===== config.mk =====
export PLATFORM = sky130hd
export DESIGN_NAME = if_id_stage_flat
export DESIGN_NICKNAME = d
export VERILOG_FILES = /design/src/rtl/if_id_stage_if.sv /design/src/rtl/if_id_stage.sv /design/src/flat_wrapper.sv
export SDC_FILE = /design/constraint.sdc
export NUM_CORES = 1
export LEC_CHECK = 0
export BUFFER_PORTS_ARGS = -buffer_cell sky130_fd_sc_hd__buf_2
export CELL_PAD_IN_SITES_DETAIL_PLACEMENT = 0
export CELL_PAD_IN_SITES_GLOBAL_PLACEMENT = 1
export CORE_AREA = 2 2 134 136
export CTS_CLUSTER_DIAMETER = 80
export DETAILED_ROUTE_END_ITERATION = 12
export DIE_AREA = 0 0 136 138
export GPL_TIMING_DRIVEN = 0
export PLACE_DENSITY = 0.93
export RECOVER_POWER = 50
export SYNTH_ARGS = -nofsm -noshare
export SYNTH_HDL_FRONTEND = slang
export SYNTH_SLANG_ARGS = --single-unit

===== constraint.sdc =====
create_clock -name clk_i -period 7.69 [get_ports clk_i]
set_input_delay 0.3845 -clock clk_i [delete_from_list [all_inputs] [get_ports clk_i]]
set_output_delay 0.3845 -clock clk_i [all_outputs]
set_load 0.02 [all_outputs]

===== src/rtl/if_id_stage_if.sv =====
// Fetch/decode boundary bundle: hazard controls, instruction-memory handshake
// and the IF/ID register outputs presented to the decode stage.
interface if_id_stage_if;
    logic        start_i;
    logic        PCWrite_i;
    logic        Stall_i;
    logic        Flush_i;
    logic [31:0] BranchTarget_i;
    logic        ImemReq_o;
    logic [31:0] ImemAddr_o;
    logic        ImemValid_i;
    logic [31:0] ImemInstr_i;
    logic [31:0] IDPC_o;
    logic [31:0] IDInstr_o;
    logic        IDValid_o;

    modport master (
        output start_i, PCWrite_i, Stall_i, Flush_i, BranchTarget_i,
        output ImemValid_i, ImemInstr_i,
        input  ImemReq_o, ImemAddr_o, IDPC_o, IDInstr_o, IDValid_o
    );

    modport slave (
        input  start_i, PCWrite_i, Stall_i, Flush_i, BranchTarget_i,
        input  ImemValid_i, ImemInstr_i,
        output ImemReq_o, ImemAddr_o, IDPC_o, IDInstr_o, IDValid_o
    );
endinterface


===== src/rtl/if_id_stage.sv =====
// Instruction fetch front end: owns the PC, talks to a variable-latency imem and
// drives the IF/ID pipeline register, honouring load-use hold and branch flush.
//   state  | meaning
//   IDLE   | waiting for start, no request
//   REQ    | fetch of r_pc outstanding
//   HOLD   | fetched word parked in r_buf while decode is held
//   DROP   | squashed fetch still in flight, redirect pending
module if_id_stage #(
    parameter logic [31:0] RESET_PC = 32'h0000_0000
) (
    input  logic         clk_i,
    input  logic         rst_i,
    if_id_stage_if.slave bus
);

    typedef enum logic [1:0] {
        S_IDLE = 2'd0,
        S_REQ  = 2'd1,
        S_HOLD = 2'd2,
        S_DROP = 2'd3
    } state_t;

    state_t      r_state;
    logic [31:0] r_pc;
    logic [31:0] r_redirect_pc;
    logic [31:0] r_buf;
    logic [31:0] r_id_pc;
    logic [31:0] r_id_instr;
    logic        r_id_valid;
    logic        r_imem_req;

    logic        w_hold;
    logic [31:0] w_pc_inc;

    assign w_hold   = bus.Stall_i | ~bus.PCWrite_i;
    assign w_pc_inc = r_pc + 32'd4;

    always_ff @(posedge clk_i or posedge rst_i) begin
        if (rst_i) begin
            r_state       <= S_IDLE;
            r_pc          <= RESET_PC;
            r_redirect_pc <= 32'd0;
            r_buf         <= 32'd0;
            r_id_pc       <= 32'd0;
            r_id_instr    <= 32'd0;
            r_id_valid    <= 1'b0;
            r_imem_req    <= 1'b0;
        end else begin
            case (r_state)
                S_IDLE: begin
                    if (bus.start_i) begin
                        r_state    <= S_REQ;
                        r_imem_req <= 1'b1;
                    end
                end

                S_REQ: begin
                    if (bus.ImemValid_i) begin
                        if (bus.Flush_i) begin
                            r_pc       <= bus.BranchTarget_i;
                            r_id_valid <= 1'b0;
                        end else if (w_hold) begin
                            r_buf      <= bus.ImemInstr_i;
                            r_state    <= S_HOLD;
                            r_imem_req <= 1'b0;
                        end else begin
                            r_id_pc    <= r_pc;
                            r_id_instr <= bus.ImemInstr_i;
                            r_id_valid <= 1'b1;
                            r_pc       <= w_pc_inc;
                        end
                    end else if (bus.Flush_i) begin
                        // PC must stay put until the in-flight word arrives
                        r_redirect_pc <= bus.BranchTarget_i;
                        r_id_valid    <= 1'b0;
                        r_state       <= S_DROP;
                    end else if (!w_hold) begin
                        r_id_valid <= 1'b0;
                    end
                end

                S_HOLD: begin
                    if (bus.Flush_i) begin
                        r_pc       <= bus.BranchTarget_i;
                        r_id_valid <= 1'b0;
                        r_state    <= S_REQ;
                        r_imem_req <= 1'b1;
                    end else if (!w_hold) begin
                        r_id_pc    <= r_pc;
                        r_id_instr <= r_buf;
                        r_id_valid <= 1'b1;
                        r_pc       <= w_pc_inc;
                        r_state    <= S_REQ;
                        r_imem_req <= 1'b1;
                    end
                end

                S_DROP: begin
                    if (bus.Flush_i) begin
                        r_redirect_pc <= bus.BranchTarget_i;
                    end
                    if (bus.Flush_i || !w_hold) begin
                        r_id_valid <= 1'b0;
                    end
                    if (bus.ImemValid_i) begin
                        r_pc    <= bus.Flush_i ? bus.BranchTarget_i : r_redirect_pc;
                        r_state <= S_REQ;
                    end
                end

                default: begin
                    r_state    <= S_IDLE;
                    r_imem_req <= 1'b0;
                end
            endcase
        end
    end

    assign bus.ImemReq_o  = r_imem_req;
    assign bus.ImemAddr_o = r_pc;
    assign bus.IDPC_o     = r_id_pc;
    assign bus.IDInstr_o  = r_id_instr;
    assign bus.IDValid_o  = r_id_valid;

endmodule


===== src/flat_wrapper.sv =====
// flat-port wrapper written by rule: the top's interface ports become plain ports
module if_id_stage_flat 
#(
    parameter logic [31:0] RESET_PC = 32'h0000_0000
)
  (clk_i, rst_i, bus_start_i, bus_PCWrite_i, bus_Stall_i, bus_Flush_i, bus_BranchTarget_i, bus_ImemValid_i, bus_ImemInstr_i, bus_ImemReq_o, bus_ImemAddr_o, bus_IDPC_o, bus_IDInstr_o, bus_IDValid_o);
  if_id_stage_if bus_i ();
  input  logic clk_i;
  input  logic rst_i;
  input wire logic [$bits(bus_i.start_i)-1:0] bus_start_i;
  input wire logic [$bits(bus_i.PCWrite_i)-1:0] bus_PCWrite_i;
  input wire logic [$bits(bus_i.Stall_i)-1:0] bus_Stall_i;
  input wire logic [$bits(bus_i.Flush_i)-1:0] bus_Flush_i;
  input wire logic [$bits(bus_i.BranchTarget_i)-1:0] bus_BranchTarget_i;
  input wire logic [$bits(bus_i.ImemValid_i)-1:0] bus_ImemValid_i;
  input wire logic [$bits(bus_i.ImemInstr_i)-1:0] bus_ImemInstr_i;
  output wire logic [$bits(bus_i.ImemReq_o)-1:0] bus_ImemReq_o;
  output wire logic [$bits(bus_i.ImemAddr_o)-1:0] bus_ImemAddr_o;
  output wire logic [$bits(bus_i.IDPC_o)-1:0] bus_IDPC_o;
  output wire logic [$bits(bus_i.IDInstr_o)-1:0] bus_IDInstr_o;
  output wire logic [$bits(bus_i.IDValid_o)-1:0] bus_IDValid_o;
  assign bus_i.start_i = bus_start_i;
  assign bus_i.PCWrite_i = bus_PCWrite_i;
  assign bus_i.Stall_i = bus_Stall_i;
  assign bus_i.Flush_i = bus_Flush_i;
  assign bus_i.BranchTarget_i = bus_BranchTarget_i;
  assign bus_i.ImemValid_i = bus_ImemValid_i;
  assign bus_i.ImemInstr_i = bus_ImemInstr_i;
  assign bus_ImemReq_o = bus_i.ImemReq_o;
  assign bus_ImemAddr_o = bus_i.ImemAddr_o;
  assign bus_IDPC_o = bus_i.IDPC_o;
  assign bus_IDInstr_o = bus_i.IDInstr_o;
  assign bus_IDValid_o = bus_i.IDValid_o;
  if_id_stage #(.RESET_PC(RESET_PC)) u_core (.clk_i(clk_i), .rst_i(rst_i), .bus(bus_i));
endmodule

# --- Yosys cells after proc, flatten, opt, wreduce, memory -nomap -nowiden ---
# Index checks and enable logic that the tools add are counted.
totals:
  regBits: 164
  latch_bits: 0
  ramBits: 0
  rom_bits: 0
  inputBits: 71
  output_inout_bits: 98
  word_cells: 86
  mem_count: 0
classes:
  addsub: 1
  mul: 0
  div_mod_pow: 0
  order_cmp: 0
  eq_ne: 18
  n_shift: 0
  n_mux: 41
  bitwise_logic: 3
  n_reduce_logical: 15
op_table:
  columns: ["op", "count"]
  rows:
  - ["two-way mux 32 bit", 14]
  - ["case mux 32 bit (2 select lines)", 3]
  - ["case mux 32 bit (3 select lines)", 1]
  - ["adder 32 x 3 -> 32 bit (second input constant)", 1]
  - ["AND reduction 6 bit", 3]
  - ["two-way mux 2 bit", 8]
  - ["inequality test 2 bit (second input constant)", 8]
  - ["two-way mux 1 bit", 12]
  - ["inequality test 3 bit (second input constant)", 3]
  - ["case mux 2 bit (4 select lines)", 1]
  - ["case mux 1 bit (3 select lines)", 2]
  - ["AND reduction 3 bit", 2]
  - ["nonzero test 3 bit", 2]
  - ["== test 2 bit (second input constant)", 2]
  - ["inequality test 2 x 1 -> 1 bit (second input constant)", 2]
  - ["inequality test 4 bit (second input constant)", 1]
  - ["AND reduction 2 bit", 2]
  - ["AND reduction 4 bit", 1]
  - ["nonzero test 2 bit", 2]
  - ["inequality test 3 x 2 -> 1 bit (second input constant)", 1]
  - ["== test 2 x 1 -> 1 bit (second input constant)", 1]
  - ["logical NOT 2 bit", 1]
  - ["NOT 1 bit", 2]
  - ["logical NOT 1 bit", 1]
  - ["2 further kinds", 2]

# --- Depth between registers and ports, before layout ---
# Gate-level depths: netlist of the first run.
logic_depth:
  depth_word: 6
  depth_mapped: 9

# --- Least setup slack after synthesis of the first run ---
# OpenSTA, ideal clock, no wires.
synth_timing:
  kind: "register to register"
  startpoint: "register u_core.r_pc[2], in the netlist u_core.bus.ImemAddr_o[2]"
  endpoint: "register u_core.r_pc[20], in the netlist u_core.bus.ImemAddr_o[20]"
  setup_ns: 0.082
  t_arrival_ns: 1.862
  path_slack_ns: 5.745
  stages_incl_launch_ff: 7
  path_buffers: 0
  synth_period_minus_slack_ns: 1.945
  path_cell_list: "dfrtp_1 -> ha_1 -> nand3_2 -> nor4_4 -> nand4_1 -> o31a_1 -> o22ai_1"
synth_via:
  elab_chain_len: 5
synth_rtl:
  columns: ["element", "line_no", "text"]
  rows:
  - ["start, declared", "if_id_stage.sv:24", "logic [31:0] r_pc;"]
  - ["start signal, assigned", "if_id_stage.sv:60", "r_pc <= bus.BranchTarget_i;"]
  - ["start signal, assigned", "if_id_stage.sv:70", "r_pc <= w_pc_inc;"]
  - ["start signal, assigned", "if_id_stage.sv:84", "r_pc <= bus.BranchTarget_i;"]
  - ["adder 32 x 3 -> 32 bit (*)", "if_id_stage.sv:36", "assign w_pc_inc = r_pc + 32'd4;"]
  - ["two-way mux 32 bit (*)", "if_id_stage.sv:62, if_id_stage.sv:88", null]
  - ["two-way mux 32 bit (*)", "if_id_stage.sv:59", "if (bus.Flush_i) begin"]
  - ["two-way mux 32 bit", "if_id_stage.sv:58", "if (bus.ImemValid_i) begin"]
  - ["case mux 32 bit (3 select lines) (*)", "if_id_stage.sv:49", "case (r_state)"]
# Mark *: on every way between the ends. The rest lies on a longest branch, timed or not. The select of a mux whose other input is x is not followed.
# A chain may end at the register's enable or synchronous reset.

==> flow_summary_export.csv, run 1 <==
group,metric,value,unit
outcome,outcome,"finished, violations left",
outcome,violations,"max-capacitance violations, max-slew violations",
global_route,grt_max_degree,93,
clocking,cts_inserted_buffers,17,
route,post_drt_wl_per_cell,18.4,µm
global_route,grt_pass1_vias,5992,
sta,fin_hold_ws,0.194,ns
die,io_pins,169,
global_route,gr-total-overflow,0,
synthesis,synth-seq-cells,164,
finish,drive_gt1_share,29.0,%
finish,mostFrequentLayoutCells,"164 x dfrtp_1, 147 x buf_2, 81 x nand2_1",
worst_setup_path,regToRegStartpoint,"u_core.r_state[1]$_DFFE_PP0P_",
sta,finalHoldViolations,0,
placed_design,dp_hpwl,15100,µm
power_and_ir_drop,power,3440,µW
clocking,clk_latency,0.43,ns
worst_setup_path,worstPathCellList,"buf_2 > clkinvlp_2",
job,maxCapViolCount,1,
sta,clock-skew-final,0.0115,ns
power_and_ir_drop,ir_worst_vdd,0.189,mV
clocking,ctsHoldBuffers,0,
worst_setup_path,crit_start,"rst_i",
worst_setup_path,path_class,"input pin to asynchronous set/reset pin",
finish,design_area,9440,µm²
worst_setup_path,crit_buf_inv,2,
sta,period_needed,2.35,ns
power_and_ir_drop,cellLeakagePower,0.00416,µW
finish,final_common_cell,"dfrtp_1",
route,remaining_drc_errors,0,
synthesis,ys.flop_type,"dfrtp_1",
power_and_ir_drop,power_density,364,nW/µm²
sta,slew_violations,73,
clocking,clk_pin_slew,0.08,ns
route,first_pass_iters,5,
finish,antennaDiodeCount,0,
worst_setup_path,worstPathArrival,2.36,ns
sta,setup_violations,0,
route,antenna_left,0,
worst_setup_path,worst_path_dominant_cell_family,"buffers and inverters",
die,rows,49,
synthesis,synthArstFlopShare,100,%
power_and_ir_drop,sw_frac_of_total,39.8,%
synthesis,synth_area,7710,µm²
power_and_ir_drop,power_frac_seq,41.7,%
sta,setup_tns,0,ns
worst_setup_path,required,7.70,ns
route,viasPerCell,5.54,
worst_setup_path,cp_max_fo,73,
synthesis,synth_edf_count,0,
synthesis,yosys_warnings,0,
sta,max-slew-margin-rel,-118,%
synthesis,synthesis.nets,776,
power_and_ir_drop,p_int,2070,µW
die,die_h,138,µm
placed_design,routabilityCongestion,0.881,
die,coreArea,17500,µm²
placed_design,dpl_cell_area,8870,µm²
worst_setup_path,start_kind,"input pin",
finish,area_growth,22.4,%
power_and_ir_drop,power_frac_clock,25.6,%
synthesis,ys_seq_area_share,53.2,%
route,wl,20900,µm
sta,max_freq,425,MHz
global_route,grt.total_usage,22.6,%
clocking,post_cts_buffers,0,
clocking,cts.path.max_buffers,2,
synthesis,netlist_instances,704,
power_and_ir_drop,p_switching,1370,µW
finish,fin_nets,963,
sta,timing.final.crit_share,30.6,%
die,fp.dieW,136,µm
sta,worst_pin_slew,3.26,ns
clocking,h-tree-depth,4,
die,start_util,44.0,%
worst_setup_path,cp_slowest_cell,"clkinvlp_2",
clocking,clock_sinks,164,
synthesis,synth_cell_types,51,
global_route,grt_pass1_wl,32900,µm
worst_hold_path,hold_class,"input pin to flip-flop",
clocking,clockRootBuffer,"clkbuf_16",
sta,rsz0062_at_grt,"no",
synthesis,synth_area_per_cell,11.0,µm²
placed_design,portBuffers,167,
clocking,cts_tree,"done",
route,drt_iter0_markers,445,
power_and_ir_drop,p_comb_share,32.7,%
route,num_vias,6274,
worst_hold_path,holdCritStartpoint,"bus_BranchTarget_i[16]",
worst_setup_path,cp-end-kind,"asynchronous set/reset pin",
die,die-area,18800,µm²
worst_setup_path,max_stage_delay,1.81,ns
global_route,antenna_found_initial,0,
clocking,ctsResizeCount,0,
==> cell usage after synthesis, types with 3 or more instances <==
cell type	count	area, µm²
a31oi_1	13	81.3
nor3b_1	14	105
nand2b_1	5	31.3
dfrtp_1	164	4100
a21oi_1	32	160
and2_1	3	18.8
o41ai_1	4	35.0
o31a_1	5	43.8
o21ai_0	70	350
a22o_1	8	70.1
nand2_1	81	304
buf_4	3	22.5
buf_2	29	145
mux2i_1	33	330
nor2_1	29	109
nand3_1	7	35.0
clkbuf_1	18	67.6
o21ai_1	26	130
mux2_2	65	732
o22ai_1	7	43.8
mux2_1	27	304
nor2b_1	3	18.8
and3_1	3	18.8
nor3_1	8	40.0
inv_1	7	26.3
nand4_1	6	37.5
==> metal layers <==
| layer | vias to the layer above | routed length, µm | GRT usage, % |
|---|---|---|---|
| li1 | 2918 | - | - |
| met1 | 3040 | 9330 | 32.3 |
| met2 | 272 | 9430 | 33.8 |
| met3 | 44 | 1450 | 4.36 |
| met4 | 0 | 657 | 9.05 |
| met5 | - | 0 | 0 |
==> worst paths after layout <==
| path | end | slack (ns) | cells after the start |
|---|---|---|---|
| worst max-delay path | u_core.r_buf[26]$_DFFE_PP0P_ | 5.34 | 2 |
| worst min register to register | u_core.bus.IDInstr_o[8]$_DFFE_PP0P_ | 0.48 | 2 |
| max in group clk_i | u_core.bus.ImemAddr_o[11]$_DFFE_PP0P_ | 5.39 | 8 |
| worst min-delay path | u_core.r_redirect_pc[16]$_DFFE_PP0P_ | 0.19 | 2 |
| worst max register to register | u_core.bus.ImemAddr_o[11]$_DFFE_PP0P_ | 5.39 | 8 |
| min in group asynchronous | u_core.r_buf[10]$_DFFE_PP0P_ | 0.91 | 2 |
==> registers in the layout (all words and copies together), names as in the netlist <==
| name | cells |
|---|---|
| u_core.bus.ImemReq_o | 1 |
| u_core.r_state | 2 |
| u_core.bus.IDInstr_o | 32 |
| u_core.bus.IDValid_o | 1 |
| u_core.r_buf | 32 |
| u_core.bus.IDPC_o | 32 |
| u_core.bus.ImemAddr_o | 32 |
| u_core.r_redirect_pc | 32 |
==> cell type report <==
cell class / instances / area [µm²]
plain buffers: 50 / 234
clock buffers: 17 / 425
clock inverters: 15 / 210
fillers: 1597 / 8090
inverters: 7 / 27.5
multi-input cells: 483 / 3350
flip-flops and latches: 164 / 4100
well taps: 229 / 287
repair buffers: 168 / 803
==> cell families (layout without fill, tap and decap cells) <==
kind of cell / after synthesis / count (layout) / synth area share [%]
AOI/OAI and AO/OA: 177 / 177 / 13.3
adders and majority gates: 1 / 1 / 0.162
buffers and inverters: 57 / 257 / 3.39
DFF: 164 / 164 / 53.2
muxes: 125 / 125 / 17.7
and+or+nand+nor: 180 / 180 / 12.2
==> per-stage QoR <==
step	utilization (%)	cells	worst slack [ns]
final	53.8	1133	5.34
after global routing	53.8	1133	4.77
after CTS	54.2	1133	5.55
after detailed placement	50.6	1101	5.41
after global placement	50.4	1100	0.842
after floorplan	-	704	2.87
==> power groups by stage <==
stage | Sequential (µW) | Clock [µW] | Combinational (µW)
after floorplan | 1660 | 0 | 482
after global placement | 1430 | 0 | 1130
after detailed placement | 1440 | 0 | 1160
after CTS | 1430 | 891 | 1160
after global routing | 1480 | 931 | 1220
final | 1430 | 881 | 1120
Note: power is estimated with default switching activity, not from simulation.
==> run 2: changes to the inputs <==
--- a/config.mk
+++ b/config.mk
@@ -8,12 +8,12 @@
 export BUFFER_PORTS_ARGS = -buffer_cell sky130_fd_sc_hd__buf_2
 export CELL_PAD_IN_SITES_DETAIL_PLACEMENT = 0
 export CELL_PAD_IN_SITES_GLOBAL_PLACEMENT = 1
-export CORE_AREA = 2 2 134 136
+export CORE_AREA = 2 2 146 148
 export CTS_CLUSTER_DIAMETER = 80
 export DETAILED_ROUTE_END_ITERATION = 12
-export DIE_AREA = 0 0 136 138
+export DIE_AREA = 0 0 148 150
 export GPL_TIMING_DRIVEN = 0
-export PLACE_DENSITY = 0.93
+export PLACE_DENSITY = 0.85
 export RECOVER_POWER = 50
 export SYNTH_ARGS = -nofsm -noshare
 export SYNTH_HDL_FRONTEND = slang
==> constraint.sdc (replaced) <==
create_clock -name clk_i -period 2.1 [get_ports clk_i]
set_input_delay 0.105 -clock clk_i [delete_from_list [all_inputs] [get_ports clk_i]]
set_output_delay 0.105 -clock clk_i [all_outputs]
set_load 0.02 [all_outputs]
==> flow_summary_export.csv, run 2 (same netlist as run 1, synthesis figures left out) <==
group,metric,value,unit
outcome,outcome,"finished, final reports clean",
job,maxCapViolCount,0,
power_and_ir_drop,power,12900,µW
clocking,clockRootBuffer,"clkbuf_16",
route,top_layer_used,"met4",
worst_setup_path,start_kind,"flip-flop",
sta,timing.final.crit_share,96.7,%
worst_setup_path,worstPathArrival,2.38,ns
die,io_pins,169,
global_route,grt.total_usage,20.2,%
worst_setup_path,reg2regPathDepth,6,
die,start_util,37.3,%
worst_setup_path,cp_max_fo,10,
route,first_pass_iters,5,
worst_setup_path,timing.rr.end,"u_core.bus.ImemAddr_o[28]$_DFFE_PP0P_",
die,coreArea,20700,µm²
worst_setup_path,regToRegSetupSlack,0.07,ns
worst_setup_path,cp_slowest_cell,"clkbuf_1",
route,num_vias,6606,
power_and_ir_drop,cellLeakagePower,0.00435,µW
route,wl_met2,10900,µm
finish,area_growth,32.3,%
finish,mostFrequentLayoutCells,"160 x dfrtp_1, 110 x clkbuf_1, 96 x buf_2",
route,wl,22800,µm
worst_setup_path,regToRegStartpoint,"u_core.r_state[1]$_DFFE_PP0P_",
worst_setup_path,worstPathCellList,"buf_2 > and2_2 > nor2_1 > clkbuf_1 > o21ai_0 > o22ai_1",
worst_hold_path,hold_class,"input pin to flip-flop",
sta,finalHoldViolations,0,
worst_setup_path,max_stage_delay,0.53,ns
route,post_drt_wl_per_cell,18.2,µm
worst_hold_path,holdPathStages,4,
route,met1_length,10400,µm
worst_setup_path,cp-end-kind,"flip-flop",
die,die-area,22200,µm²
finish,nFillCells,1973,
worst_setup_path,crit_buf_inv,2,
placed_design,numPlacedInstances,1151,
finish,final_common_cell,"dfrtp_1",
route,remaining_drc_errors,0,
route,antenna_left,0,
power_and_ir_drop,ir_worst_vdd,0.637,mV
finish,stdcell_count,1251,
finish,utilization,49.3,%
placed_design,pre_cts_ws,-0.0491,ns
die,rows,53,
worst_setup_path,required,2.45,ns
sta,slew_violations,0,
worst_setup_path,worst_path_dominant_cell_family,"buffers and inverters",
worst_setup_path,crit_start,"u_core.r_state[1]$_DFFE_PP0P_",
die,die_h,150,µm
placed_design,routabilityCongestion,0.890,
global_route,antenna_found_initial,0,
finish,fin_nets,1035,
sta,worst_pin_slew,0.968,ns
sta,period_needed,2.03,ns
sta,setup_tns,0,ns
clocking,cts_inserted_buffers,17,
route,route.met3.wl,1210,µm
clocking,cts_tree,"done",
worst_setup_path,path_class,"flip-flop to flip-flop",
placed_design,dp_hpwl,16300,µm
finish,antennaDiodeCount,0,
clocking,clk_pin_slew,0.07,ns
sta,clock-skew-final,0.0119,ns
route,drt_iter0_markers,592,
clocking,h-tree-depth,4,
sta,worst_slack,0.0684,ns
global_route,grt_pass1_wl,34500,µm
route,viasPerCell,5.28,
worst_hold_path,holdCritStartpoint,"bus_start_i",
power_and_ir_drop,power_density,1260,nW/µm²
placed_design,portBuffers,167,
sta,max-slew-margin-rel,35.1,%
worst_hold_path,min_to,"u_core.r_state[0]$_DFFE_PP0P_",
global_route,grt_pass1_vias,6080,
global_route,grt_max_degree,38,
clocking,clock_sinks,164,
sta,setup_violations,0,
clocking,cts.path.max_buffers,2,
global_route,gr-total-overflow,0,
die,fp.dieW,148,µm
clocking,clk_latency,0.43,ns
finish,drive_gt1_share,24.0,%
sta,max_freq,492,MHz
run 2: cell types whose count changed in the layout (fill, tap and decap cells not counted), sizes merged:
cell / change
clkbuf: +52
clkinv: -4
inv: +1
buf: -45
dlygate4sd3: +65
bufinv: +3
run 2: power breakdown:
part           leakage [µW]  switching [µW]  internal, µW
sequential          0.00201             943          4360
combinational       0.00202            2680          1500
clock              0.000317            1400          2030
run 2: final cells by class:
cell class                      count  area (µm²)  area share [%]
Sequential cell                   164        4110            40.2
Tap cell                          275         344            3.37
Clock buffer                       17         425            4.17
Timing Repair Buffer              240        1450            14.2
Buffer                             50         267            2.61
Inverter                            7        27.5           0.270
Multi-Input combinational cell    483        3370            33.0
Clock inverter                     15         214            2.10
run 2: worst reg2reg max path: stages, from the launching register on:
cell	delay, ns
dfrtp_1	0.36
buf_2	0.16
and2_2	0.26
nor2_1	0.28
clkbuf_1	0.53
o21ai_0	0.22
o22ai_1	0.15
run 2: through the flow:
step	hold WS [ns]	instance area (µm²)
after global routing	0.0587	10200
after floorplan	0.240	7720
after global placement	0.352	8900
after detailed placement	0.156	9000
after CTS	0.0413	10300
final	0.0497	10200
run 2: layer usage:
metal,global-route usage [%],vias up
met5,0,-
met2,32.0,231
li1,-,3061
met3,3.90,26
met4,5.86,0
met1,28.2,3288
run 2: how the worst max path moves through the flow:
| stage | endpoint | slack, ns | depth (start not counted) |
|---|---|---|---|
| final | u_core.bus.ImemAddr_o[28]$_DFFE_PP0P_ | 0.07 | 6 |
| after global routing | u_core.bus.ImemAddr_o[28]$_DFFE_PP0P_ | -0.02 | 6 |
| after CTS | u_core.bus.IDPC_o[22]$_DFFE_PP0P_ | 0.004 | 8 |
| after detailed placement | u_core.bus.ImemAddr_o[7]$_DFFE_PP0P_ | -0.05 | 8 |
| after global placement | u_core.r_buf[22]$_DFFE_PP0P_ | -1.24 | 2 |
| after floorplan | u_core.bus.IDInstr_o[0]$_DFFE_PP0P_ | -0.09 | 1 |
run 2: timing repair:
action	in CTS	in global routing
resized for setup	4	23
endpoints found under the hold margin	116	0
pin swaps	0	3
setup endpoints to repair	21	93
hold buffers	65	0
buffers inserted	0	3
==> run 3: changes to the inputs <==
--- a/config.mk
+++ b/config.mk
@@ -8,12 +8,12 @@
 export BUFFER_PORTS_ARGS = -buffer_cell sky130_fd_sc_hd__buf_2
 export CELL_PAD_IN_SITES_DETAIL_PLACEMENT = 0
 export CELL_PAD_IN_SITES_GLOBAL_PLACEMENT = 1
-export CORE_AREA = 2 2 146 148
+export CORE_AREA = 2 2 148 150
 export CTS_CLUSTER_DIAMETER = 80
 export DETAILED_ROUTE_END_ITERATION = 12
-export DIE_AREA = 0 0 148 150
+export DIE_AREA = 0 0 150 152
 export GPL_TIMING_DRIVEN = 0
-export PLACE_DENSITY = 0.85
+export PLACE_DENSITY = 0.76
 export RECOVER_POWER = 50
 export SYNTH_ARGS = -nofsm -noshare
 export SYNTH_HDL_FRONTEND = slang
==> flow_summary_export.csv, run 3 (same netlist as run 1, synthesis figures left out) <==
group,metric,value,unit
outcome,outcome,"finished, final reports clean",
global_route,grt_pass1_vias,6308,
finish,multi_input_area,3410,µm²
global_route,grt_pass1_wl,36300,µm
worst_setup_path,worstPathArrival,2.28,ns
finish,stdcell_count,1256,
route,remaining_drc_errors,0,
clocking,cts_inserted_buffers,17,
die,coreArea,21400,µm²
route,drt_iter0_markers,389,
sta,fin_hold_ws,0.0383,ns
finish,fin_nets,1035,
placed_design,pre_cts_ws,-0.0876,ns
route,post_drt_wl_per_cell,18.3,µm
clocking,h-tree-depth,4,
sta,period_needed,1.97,ns
global_route,gr-total-overflow,0,
worst_setup_path,cp_slowest_cell,"dfrtp_1",
route,num_vias,6505,
die,die-area,22800,µm²
clocking,cts_tree,"done",
sta,setup_tns,0,ns
worst_setup_path,cp-end-kind,"flip-flop",
job,maxCapViolCount,0,
die,io_pins,169,
sta,worst_pin_slew,0.985,ns
power_and_ir_drop,cellLeakagePower,0.00441,µW
worst_setup_path,crit_buf_inv,4,
die,rows,54,
placed_design,dp_hpwl,16300,µm
power_and_ir_drop,power_density,1230,nW/µm²
power_and_ir_drop,ir_worst_vdd,0.555,mV
worst_setup_path,worst_path_dominant_cell_family,"buffers and inverters",
clocking,clk_pin_slew,0.07,ns
finish,mostFrequentLayoutCells,"161 x dfrtp_1, 119 x buf_2, 87 x clkbuf_1",
worst_setup_path,required,2.41,ns
finish,area_growth,32.9,%
sta,rsz0062_at_grt,"yes",
finish,drive_gt1_share,26.7,%
finish,seq_area,4110,µm²
placed_design,numPlacedInstances,1155,
sta,max_freq,506,MHz
sta,timing.final.crit_share,94.0,%
clocking,clockRootBuffer,"clkbuf_16",
placed_design,routabilityCongestion,0.822,
sta,slew_violations,0,
placed_design,portBuffers,167,
worst_setup_path,path_class,"flip-flop to flip-flop",
clocking,cts.path.max_buffers,2,
finish,nFillCells,2102,
route,wl,22900,µm
route,antenna_left,0,
global_route,grt_max_degree,41,
sta,max-slew-margin-rel,33.9,%
worst_setup_path,max_stage_delay,0.36,ns
die,fp.dieW,150,µm
sta,finalHoldViolations,0,
die,start_util,36.1,%
worst_setup_path,worstPathCellList,"buf_2 > nor2b_1 > buf_2 > nor2b_1 > nand2b_4 > buf_6 > buf_8 > mux2_1",
route,viasPerCell,5.18,
clocking,clock_sinks,164,
worst_setup_path,cp_max_fo,10,
worst_setup_path,start_kind,"flip-flop",
die,die_h,152,µm
global_route,grt.total_usage,20.5,%
finish,antennaDiodeCount,0,
route,first_pass_iters,6,
sta,setup_violations,0,
worst_hold_path,hold_class,"input pin to flip-flop",
sta,clock-skew-final,0.00802,ns
finish,final_common_cell,"dfrtp_1",
global_route,antenna_found_initial,0,
sta,worst_slack,0.125,ns
power_and_ir_drop,power,12600,µW
clocking,clk_latency,0.43,ns
[run 3: cell count changes in the layout (fill, tap and decap cells not counted), moves of 2 or more]
cell        before  now
bufinv_16        4    0
o41ai_2          0    2
clkinvlp_4       0    2
inv_8            2    4
buf_12           2    4
buf_4            3    5
clkinv_8         0    2
clkbuf_2         4    2
o41ai_1          4    2
buf_2           96  119
buf_6            5    3
clkinv_2         2    0
clkbuf_1       110   87
[run 3: worst register-to-register path: stages, from the launching register on]
cell and delay (ns):
dfrtp_1 0.36, buf_2 0.16, nor2b_1 0.13, buf_2 0.18
nor2b_1 0.17, nand2b_4 0.16, buf_6 0.16, buf_8 0.19
mux2_1 0.34
[run 3: repair_timing]
item / CTS / global route
endpoints found under the setup margin: 33 / 93
pin swaps: 2 / 2
setup buffers: 1 / 3
gates resized for setup: 4 / 30
hold endpoints to repair: 115 / 0
hold buffers: 65 / 0
[run 3: metrics by stage]
stage / utilization (%) / instance area [µm²]
after floorplan: - / 7720
after global placement: 41.7 / 8900
after detailed placement: 42.1 / 8980
after CTS: 47.9 / 10200
after global routing: 48.0 / 10200
final: 48.0 / 10200
[run 3: final timing paths]
path,from,endpoint,slack [ns],cells past startpoint
max,u_core.r_state[1]$_DFFE_PP0P_,u_core.bus.IDPC_o[0]$_DFFE_PP0P_,0.13,8
max reg2reg,u_core.r_state[1]$_DFFE_PP0P_,u_core.bus.IDPC_o[0]$_DFFE_PP0P_,0.13,8
min reg2reg,u_core.bus.IDInstr_o[14]$_DFFE_PP0P_,u_core.bus.IDInstr_o[14]$_DFFE_PP0P_,0.48,2
max in group asynchronous,rst_i,u_core.r_buf[15]$_DFFE_PP0P_,0.77,5
min,bus_start_i,u_core.r_state[0]$_DFFE_PP0P_,0.04,4
min in group asynchronous,rst_i,u_core.bus.IDPC_o[9]$_DFFE_PP0P_,0.38,3
[run 3: area by class of cell]
type,instances,share of cell area (%)
Clock buffer,17,4.15
Timing Repair Buffer,240,14.7
Buffer,50,2.66
Clock inverter,15,1.50
Inverter,7,0.269
Tap cell,280,3.42
Sequential cell,164,40.1
Multi-Input combinational cell,483,33.2
[run 3: where the power goes]
| part | switching, µW | total, µW | internal (µW) |
|---|---|---|---|
| logic | 2640 | 4200 | 1560 |
| registers | 950 | 5310 | 4360 |
| clock network | 1490 | 3080 | 1590 |
| total | 5080 | 12600 | 7500 |
[run 3: per-layer routing]
layer  track usage (%)  vias up  part of all wire [%]
li1                  -     3059                     -
met1              29.2     3198                    46
met2              31.7      220                    47
met3              3.54       28                   5.6
met4              6.83        0                   1.9
met5                 0        -                     0
